**src/rtl/debug_vga_pkg.sv**
```systemverilog
// debug_vga_pkg: shared pixel type, default 640x480@60 timing and test-pattern colours
package debug_vga_pkg;

    typedef struct packed {
        logic [3:0] r;
        logic [3:0] g;
        logic [3:0] b;
    } rgb444_t;

    localparam int DEF_H_ACTIVE = 640;
    localparam int DEF_H_FP     = 16;
    localparam int DEF_H_SYNC   = 96;
    localparam int DEF_H_BP     = 48;
    localparam int DEF_V_ACTIVE = 480;
    localparam int DEF_V_FP     = 10;
    localparam int DEF_V_SYNC   = 2;
    localparam int DEF_V_BP     = 33;
    localparam int DEF_H_TOTAL  = DEF_H_ACTIVE + DEF_H_FP + DEF_H_SYNC + DEF_H_BP;
    localparam int DEF_V_TOTAL  = DEF_V_ACTIVE + DEF_V_FP + DEF_V_SYNC + DEF_V_BP;

    localparam int BAR_W = 80;

    // index 0 sits at the low end: white, yellow, cyan, green, magenta, red, blue, black
    localparam logic [7:0][11:0] BAR_LUT = {
        12'h000, 12'h00F, 12'hF00, 12'hF0F, 12'h0F0, 12'h0FF, 12'hFF0, 12'hFFF
    };

endpackage

```
**src/rtl/debug_vga_delay_line.sv**
```systemverilog
// debug_vga_delay_line: fixed-depth shift register with a configurable idle value
module debug_vga_delay_line #(
    parameter int             W       = 1,
    parameter int             DEPTH   = 1,
    parameter logic [W-1:0]   RST_VAL = '0
) (
    input  logic         clk,
    input  logic         rst,
    input  logic [W-1:0] d,
    output logic [W-1:0] q
);

    logic [DEPTH-1:0][W-1:0] sr;

    // shift one stage per clock; reset fills every stage with the idle value
    always_ff @(posedge clk) begin
        if (rst) begin
            sr <= {DEPTH{RST_VAL}};
        end else begin
            sr[0] <= d;
            for (int i = 1; i < DEPTH; i++) sr[i] <= sr[i-1];
        end
    end

    assign q = sr[DEPTH-1];

endmodule

```
**src/rtl/debug_vga_timing.sv**
```systemverilog
// debug_vga_timing: VGA raster engine; DEBUG_VGA_TEST_PATTERN_EN adds a colour-bar test mode
module debug_vga_timing
    import debug_vga_pkg::*;
#(
    parameter int H_ACTIVE    = DEF_H_ACTIVE,
    parameter int H_FP        = DEF_H_FP,
    parameter int H_SYNC      = DEF_H_SYNC,
    parameter int H_BP        = DEF_H_BP,
    parameter int V_ACTIVE    = DEF_V_ACTIVE,
    parameter int V_FP        = DEF_V_FP,
    parameter int V_SYNC      = DEF_V_SYNC,
    parameter int V_BP        = DEF_V_BP,
    parameter int PIX_LATENCY = 2
) (
    input  logic        clk_pixel,
    input  logic        rst,
    output logic [9:0]  req_x,
    output logic [9:0]  req_y,
    output logic        req_valid,
    input  logic [11:0] pixel_in,
`ifdef DEBUG_VGA_TEST_PATTERN_EN
    input  logic        test_mode,
`endif
    output logic [3:0]  vga_r,
    output logic [3:0]  vga_g,
    output logic [3:0]  vga_b,
    output logic        vga_hs,
    output logic        vga_vs,
    output logic        vga_de,
    output logic        frame_start
);

    localparam int H_TOTAL = H_ACTIVE + H_FP + H_SYNC + H_BP;
    localparam int V_TOTAL = V_ACTIVE + V_FP + V_SYNC + V_BP;

    logic       h_end, v_end;
    logic [3:0] ctl, ctl_d;
    rgb444_t    src, rgb;

    assign h_end = req_x == 10'(H_TOTAL - 1);
    assign v_end = req_y == 10'(V_TOTAL - 1);

    // raster counters park on the last pixel of the frame so the first edge out of reset lands on (0,0)
    always_ff @(posedge clk_pixel) begin
        if (rst) begin
            req_x <= 10'(H_TOTAL - 1);
            req_y <= 10'(V_TOTAL - 1);
        end else begin
            req_x <= h_end ? '0 : req_x + 10'd1;
            req_y <= h_end ? (v_end ? '0 : req_y + 10'd1) : req_y;
        end
    end

    // request-domain decode of {de, hs_n, vs_n, fs}
    always_comb begin
        req_valid = req_x < 10'(H_ACTIVE) && req_y < 10'(V_ACTIVE);
        ctl = {req_valid,
               !(req_x >= 10'(H_ACTIVE + H_FP) && req_x < 10'(H_ACTIVE + H_FP + H_SYNC)),
               !(req_y >= 10'(V_ACTIVE + V_FP) && req_y < 10'(V_ACTIVE + V_FP + V_SYNC)),
               req_x == '0 && req_y == '0};
    end

    debug_vga_delay_line #(.W(4), .DEPTH(PIX_LATENCY), .RST_VAL(4'b0110)) u_ctl (
        .clk(clk_pixel), .rst(rst), .d(ctl), .q(ctl_d)
    );

`ifdef DEBUG_VGA_TEST_PATTERN_EN
    logic [6:0] bar_cnt;
    logic [2:0] bar;
    rgb444_t    bar_d;

    // bar index restarts with each line and advances every BAR_W pixels, aligned to req_x
    always_ff @(posedge clk_pixel) begin
        if (rst || h_end) begin
            bar_cnt <= '0;
            bar     <= '0;
        end else begin
            bar_cnt <= bar_cnt == 7'(BAR_W - 1) ? '0 : bar_cnt + 7'd1;
            bar     <= bar_cnt == 7'(BAR_W - 1) ? bar + 3'd1 : bar;
        end
    end

    debug_vga_delay_line #(.W(12), .DEPTH(PIX_LATENCY), .RST_VAL(12'h000)) u_bar (
        .clk(clk_pixel), .rst(rst), .d(BAR_LUT[bar]), .q(bar_d)
    );

    assign src = test_mode ? bar_d : rgb444_t'(pixel_in);
`else
    assign src = rgb444_t'(pixel_in);
`endif

    // output stage: control and colour share one register so pins stay mutually aligned
    always_ff @(posedge clk_pixel) begin
        if (rst) begin
            {vga_de, vga_hs, vga_vs, frame_start} <= 4'b0110;
            rgb <= '0;
        end else begin
            {vga_de, vga_hs, vga_vs, frame_start} <= ctl_d;
            rgb <= ctl_d[3] ? src : '0;
        end
    end

    assign {vga_r, vga_g, vga_b} = rgb;

endmodule

```
**config.mk**
```make
export PLATFORM = sky130hd
export DESIGN_NAME = debug_vga_timing
export DESIGN_NICKNAME = d
export VERILOG_FILES = /design/src/rtl/debug_vga_pkg.sv /design/src/rtl/debug_vga_delay_line.sv /design/src/rtl/debug_vga_timing.sv
export SDC_FILE = /design/constraint.sdc
export NUM_CORES = 1
export LEC_CHECK = 0
export ABC_AREA = 1
export CAP_MARGIN = 40
export CORE_ASPECT_RATIO = 0.7
export CORE_MARGIN = 4
export CORE_UTILIZATION = 40
export CTS_BUF_LIST = sky130_fd_sc_hd__clkbuf_8
export CTS_CLUSTER_SIZE = 30
export DETAILED_ROUTE_END_ITERATION = 7
export PLACE_DENSITY = 0.68
export SYNTH_ARGS = -nofsm -noshare
export SYNTH_HDL_FRONTEND = slang
export SYNTH_SLANG_ARGS = --single-unit
```
**constraint.sdc**
```tcl
create_clock -name clk_pixel -period 1.5 [get_ports clk_pixel]
set_clock_uncertainty 0.1 [all_clocks]
set_input_delay 0.15 -clock clk_pixel [delete_from_list [all_inputs] [get_ports clk_pixel]]
set_output_delay 0.15 -clock clk_pixel [all_outputs]
set_load 0.005 [all_outputs]
```
==> impl_metrics.toml, run 1 <==
[synth]
synthCells = 252
synth-seq-area-share = 0.4700
synthArstFlopShare = 0
ys_warn_count = 0
synthFlopType = "dfxtp_1"
synthesis.nets = 270
synth_cell_types = 23
synthesis.area_sq_mm = 0.001874
synth_edf_count = 0
avgSynthCellArea_sq_um = 7.438
ys_ff_latch = 44

[clock_tree]
clock_sinks = 44
cts_tree = "done"
clockBufferDepth = 2
cts_root_buf = "clkbuf_8"
cts_inserted_buffers = 5
clk_latency_ns = 0.30
clkSlewWorstSetupHoldPaths_ns = 0.08
htree_levels = 2

[route]
firstDrtPassIters = 4
drtIter0Drc = 130
ant_nets = 0
via_per_inst = 4.806
drc = 0
vias = 1884
routed_wl_um = 4981
routedWlPerCell_um = 12.71

[die]
coreArea_sq_mm = 0.004429
die-area_sq_mm = 0.005862
ioPinCount = 51
initial_utilization = 0.4232
rows = 20
die_y_um = 65.27
die_x_um = 89.82

[outcome]
status = "finished, final reports clean"

[critical_path]
max_stage_delay_ns = 0.36
cp_cell_sequence = "inv_2 > nor3_4 > nand3b_1 > nor2_1 > clkbuf_2"
crit_fanout = 3
r2r_slack_ns = 0.02
cp-end-kind = "output port"
r2r_end = "req_y[4]"
rr_worst_depth = 9
r2r_start = "req_x[9]"
crit_slowest_cell = "dfxtp_2"
required_ns = 1.25
startpoint_type = "register"
timing_worst_setup_path_type = "register to output port"
arrival_ns = 1.23

[worst_hold_path]
min_path_type = "primary input to register"
whs_path_depth = 3
holdCritStartpoint = "pixel_in[10]"
min_to = "vga_r[2]"

[cells_and_area]
drive_above_1_share = 0.2730
layoutNonFillerInstCount = 392
nets = 354
final_area_sq_mm = 0.002903
utilization = 0.6554
syn2layout_area_growth_pct = 54.87
diodes = 0
fillers = 384

[pwr]
finalPower_mw = 4.685
cellPowerDensity_mw_per_mm2 = 1614
leakage_nw = 1.364
ir_drop_mv = 1.237

[placed_design]
place_hpwl_um = 3624
place_inst = 377
port_buffers = 50
place_ws_ns = 0.002908
routabilityCongestion = 0.8346
placed_area_sq_mm = 0.002610

[global_routing]
grt_pass1_wl_um = 8224
grt_max_degree = 15
antenna_found_initial = 0
grt_usage = 0.1774
overflow = 0
grt_pass1_vias = 1695

[sta]
rsz0062_at_grt = "yes"
fin_ws_ns = 0.01695
setup-violations-final = 0
tightest_slew_ns = 0.3199
max_freq_mhz = 674.3
fin_crit_ns = 1.483
hold_violations = 0
relSlewSlack = 0.7851
fin_crit_sh = 0.9887
tns_ns = 0
slew_viol_final = 0
hold_ws_ns = 0.2689

[job]
maxCapViolations = 0
cells by family after synthesis:
family | synth area share
flip-flops | 0.4700
XOR/XNOR | 0.01402
adder cells (fa/ha/maj) | 0.02670
buffers and inverters | 0.1035
AO/OA/AOI/OAI | 0.04272
AND/OR/NAND/NOR | 0.3431
per-layer routing:
layer | track usage | share of wire
met1 | 0.2565 | 0.50
met2 | 0.2481 | 0.41
met3 | 0.05378 | 0.076
met4 | 0.06119 | 0.016
met5 | 0 | 0
cells in the final DEF (no fill, tap or decap), types with 4 or more instances in the layout:
cell type and n:
nor3_1 6, nand3_1 17, nor2_4 4, nor2_1 31, o21ai_0 5, nand2_1 44
nor2_2 5, buf_4 29, nand4_1 11, dfxtp_2 11, a21oi_1 5, inv_1 41
dfxtp_4 7, or2_2 5, clkbuf_8 6, dfxtp_1 26, clkdlybuf4s50_1 40, dlygate4sd2_1 8
area by class of cell:
class	count	area [sq um]	area share
Multi-Input combinational cell	158	879.6	0.3030
Clock buffer	6	82.58	0.02845
Inverter	44	167.7	0.05776
Timing Repair Buffer	83	744.5	0.2565
Clock inverter	2	38.79	0.01336
Sequential cell	44	920.9	0.3172
Tap cell	55	68.82	0.02371
Yosys cell counts, types with 4 or more instances:
cell type  count  area [sq um]
nand3_1       19         95.09
a21oi_1        7         35.03
nor3_1         7         35.03
ha_1           4         50.05
nor2_2         4         25.02
or2_2          5         31.28
nand2_1       45         168.9
inv_1         42         157.7
o21ai_0        6         30.03
dfxtp_1       44         880.8
nor2_1        34         127.6
nand4_1       11         68.82
sequential cells by signal, indices dropped and copies added, names as in the netlist:
signal,cells
frame_start,1
req_x,10
req_y,10
u_ctl.q,4
u_ctl.sr,4
vga_b,4
vga_de,1
vga_g,4
vga_hs,1
vga_r,4
vga_vs,1
worst max path at each step:
stage / startpoint / endpoint / slack [ns] / depth (start not counted)
after floorplan: req_x[0] / req_y[9] / 0.08 / 6
after global placement: req_x[9] / req_valid / 0.03 / 5
after detailed placement: req_x[9] / req_valid / 0.003 / 5
after CTS: req_x[7] / req_valid / -0.08 / 5
after global routing: req_x[9] / req_valid / -0.06 / 5
final: req_x[9] / req_valid / 0.02 / 5
critical path, delay by kind of cell (launching register included):
family | cells | cell delay [ns]
buffers and inverters | 2 | 0.18
flip-flops | 1 | 0.36
AND/OR/NAND/NOR | 3 | 0.40
what timing repair did:
action	in CTS	in global routing
resized for setup	27	34
buffers inserted	2	5
setup endpoints to repair	18	23
hold buffers	0	0
pin swaps	0	9
where the power goes:
group,total [mW],internal (mW),switching (mW)
sequential,1.59,1.38,0.207
clock,0.960,0.545,0.415
combinational,2.14,1.02,1.12
Power figures use the tool's default switching activity.
==> run 2, diff against run 1 <==
--- a/config.mk
+++ b/config.mk
@@ -10,7 +10,7 @@
 export CORE_ASPECT_RATIO = 0.7
 export CORE_MARGIN = 4
 export CORE_UTILIZATION = 40
-export CTS_BUF_LIST = sky130_fd_sc_hd__clkbuf_8
+export CTS_BUF_LIST = sky130_fd_sc_hd__clkbuf_16
 export CTS_CLUSTER_SIZE = 30
 export DETAILED_ROUTE_END_ITERATION = 7
 export PLACE_DENSITY = 0.68
==> run 2 against run 1 <==
  * Flip-flop and latch count stayed put
  * Total power down 1.1%
  * Clock power is 27% higher
==> impl_metrics.toml, run 2 (same netlist as run 1, synthesis figures left out) <==
[sta]
relSlewSlack = 0.7757
tns_ns = 0
fin_crit_ns = 1.466
rsz0062_at_grt = "yes"
slew_viol_final = 0
setup-violations-final = 0
fin_ws_ns = 0.03365
fin_crit_sh = 0.9776
hold_violations = 0
tightest_slew_ns = 0.3339
max_freq_mhz = 682.0

[placed_design]
placed_area_sq_mm = 0.002610
place_hpwl_um = 3624
place_ws_ns = 0.002908
routabilityCongestion = 0.8346
port_buffers = 50

[pwr]
leakage_nw = 1.363
ir_drop_mv = 1.236
cellPowerDensity_mw_per_mm2 = 1624

[cells_and_area]
final_area_sq_mm = 0.002855
final_common_cell = "nand2_1"
drive_above_1_share = 0.2326
fillers = 373
diodes = 0
nets = 348
syn2layout_area_growth_pct = 52.34
layout_common_cells = "nand2_1, clkdlybuf4s50_1, inv_1, nor2_1, dfxtp_1"
reg_top3 = "req_x: 10 flops, req_y: 10 flops"

[die]
die_x_um = 89.82
die_y_um = 65.27
coreArea_sq_mm = 0.004429
initial_utilization = 0.4232
die-area_sq_mm = 0.005862
rows = 20
ioPinCount = 51

[critical_path]
cp-end-kind = "output port"
timing_worst_setup_path_type = "register to output port"
crit_fanout = 3
startpoint_type = "register"
arrival_ns = 1.22
required_ns = 1.25

[clock_tree]
htree_levels = 2
clockBufferDepth = 2
clkSlewWorstSetupHoldPaths_ns = 0.06
cts_inserted_buffers = 5
cts_tree = "done"
clock_sinks = 44
cts_root_buf = "clkbuf_16"
clk_latency_ns = 0.28

[global_routing]
antenna_found_initial = 0
use_met2 = 0.2509
grt_max_degree = 15
overflow = 0
grt_pass1_wl_um = 8280
grt_usage = 0.1753
grtUsageMet1 = 0.2625
met3_usage = 0.04005
top_usage_layer = "met1"
grt_pass1_vias = 1692

[job]
maxCapViolations = 0

[route]
vias = 1845
routedWlPerCell_um = 12.48
drc = 0
routed_wl_um = 4818
ant_nets = 0
drtIter0Drc = 130
via_per_inst = 4.780
firstDrtPassIters = 5

[outcome]
status = "finished, final reports clean"

[worst_hold_path]
min_path_type = "primary input to register"
-- run 2: cell count changes in the layout (fill, tap and decap cells not counted), sizes merged --
cell	change
dlygate4sd2	-6
buf	-5
dlymetal6s2s	+4
clkbuf	-2
clkdlybuf4s50	+2
clkinv	+1
-- run 2: path summary, 6_finish.rpt --
kind | cells past startpoint | end | from | slack (ns)
worst max-delay path | 2 | req_y[4] | req_y[4] | 0.03
worst min-delay path | 3 | vga_r[2] | pixel_in[10] | 0.29
worst max register to register | 6 | req_y[4] | req_x[0] | 0.05
worst min register to register | 2 | u_ctl.q[0] | u_ctl.sr[0] | 0.31
-- run 2: repair_timing --
item / in CTS / in global routing
hold buffers: 0 / 0
pin swaps: 0 / 4
setup endpoints to repair: 12 / 25
buffers inserted: 1 / 0
gates resized for setup: 15 / 24
hold endpoints to repair: 0 / 0
-- run 2: per-layer routing --
layer / vias to the layer above / routed length (um)
met4: 0 / 38
met2: 73 / 2040
li1: 940 / -
met5: - / 0
met3: 8 / 370
met1: 824 / 2368
-- run 2: metrics by stage --
stage	utilization	std cells	total power, mW	hold WS [ns]
final	0.6446	386	4.636	0.2899
after global routing	0.6446	386	4.972	0.3064
after CTS	0.6322	386	4.578	0.2849
after detailed placement	0.5893	377	3.311	0.2941
after global placement	0.5893	377	3.299	0.2892
after floorplan	-	252	2.478	0.1565
-- run 2: cell type report --
class	count	area, sq um	area share
Sequential cell	44	909.6	0.3186
Multi-Input combinational cell	158	835.8	0.2927
Timing Repair Buffer	77	708.2	0.2480
Inverter	44	165.2	0.05784
Clock buffer	5	125.1	0.04382
Tap cell	55	68.82	0.02410
Clock inverter	3	42.54	0.01490
-- run 2: power breakdown --
group / internal, mW / leakage [nW] / switching (mW) / total, mW
sequential: 1.37 / 0.359 / 0.207 / 1.57
clock: 0.782 / 0.0814 / 0.438 / 1.22
combinational: 0.849 / 0.922 / 0.993 / 1.84
total: 3.00 / 1.36 / 1.64 / 4.64
-- run 2: worst max-delay path: stages, from the launching register on --
cell and delay (ns):
dfxtp_2 0.33, buf_4 0.11, clkdlybuf4s50_1 0.50
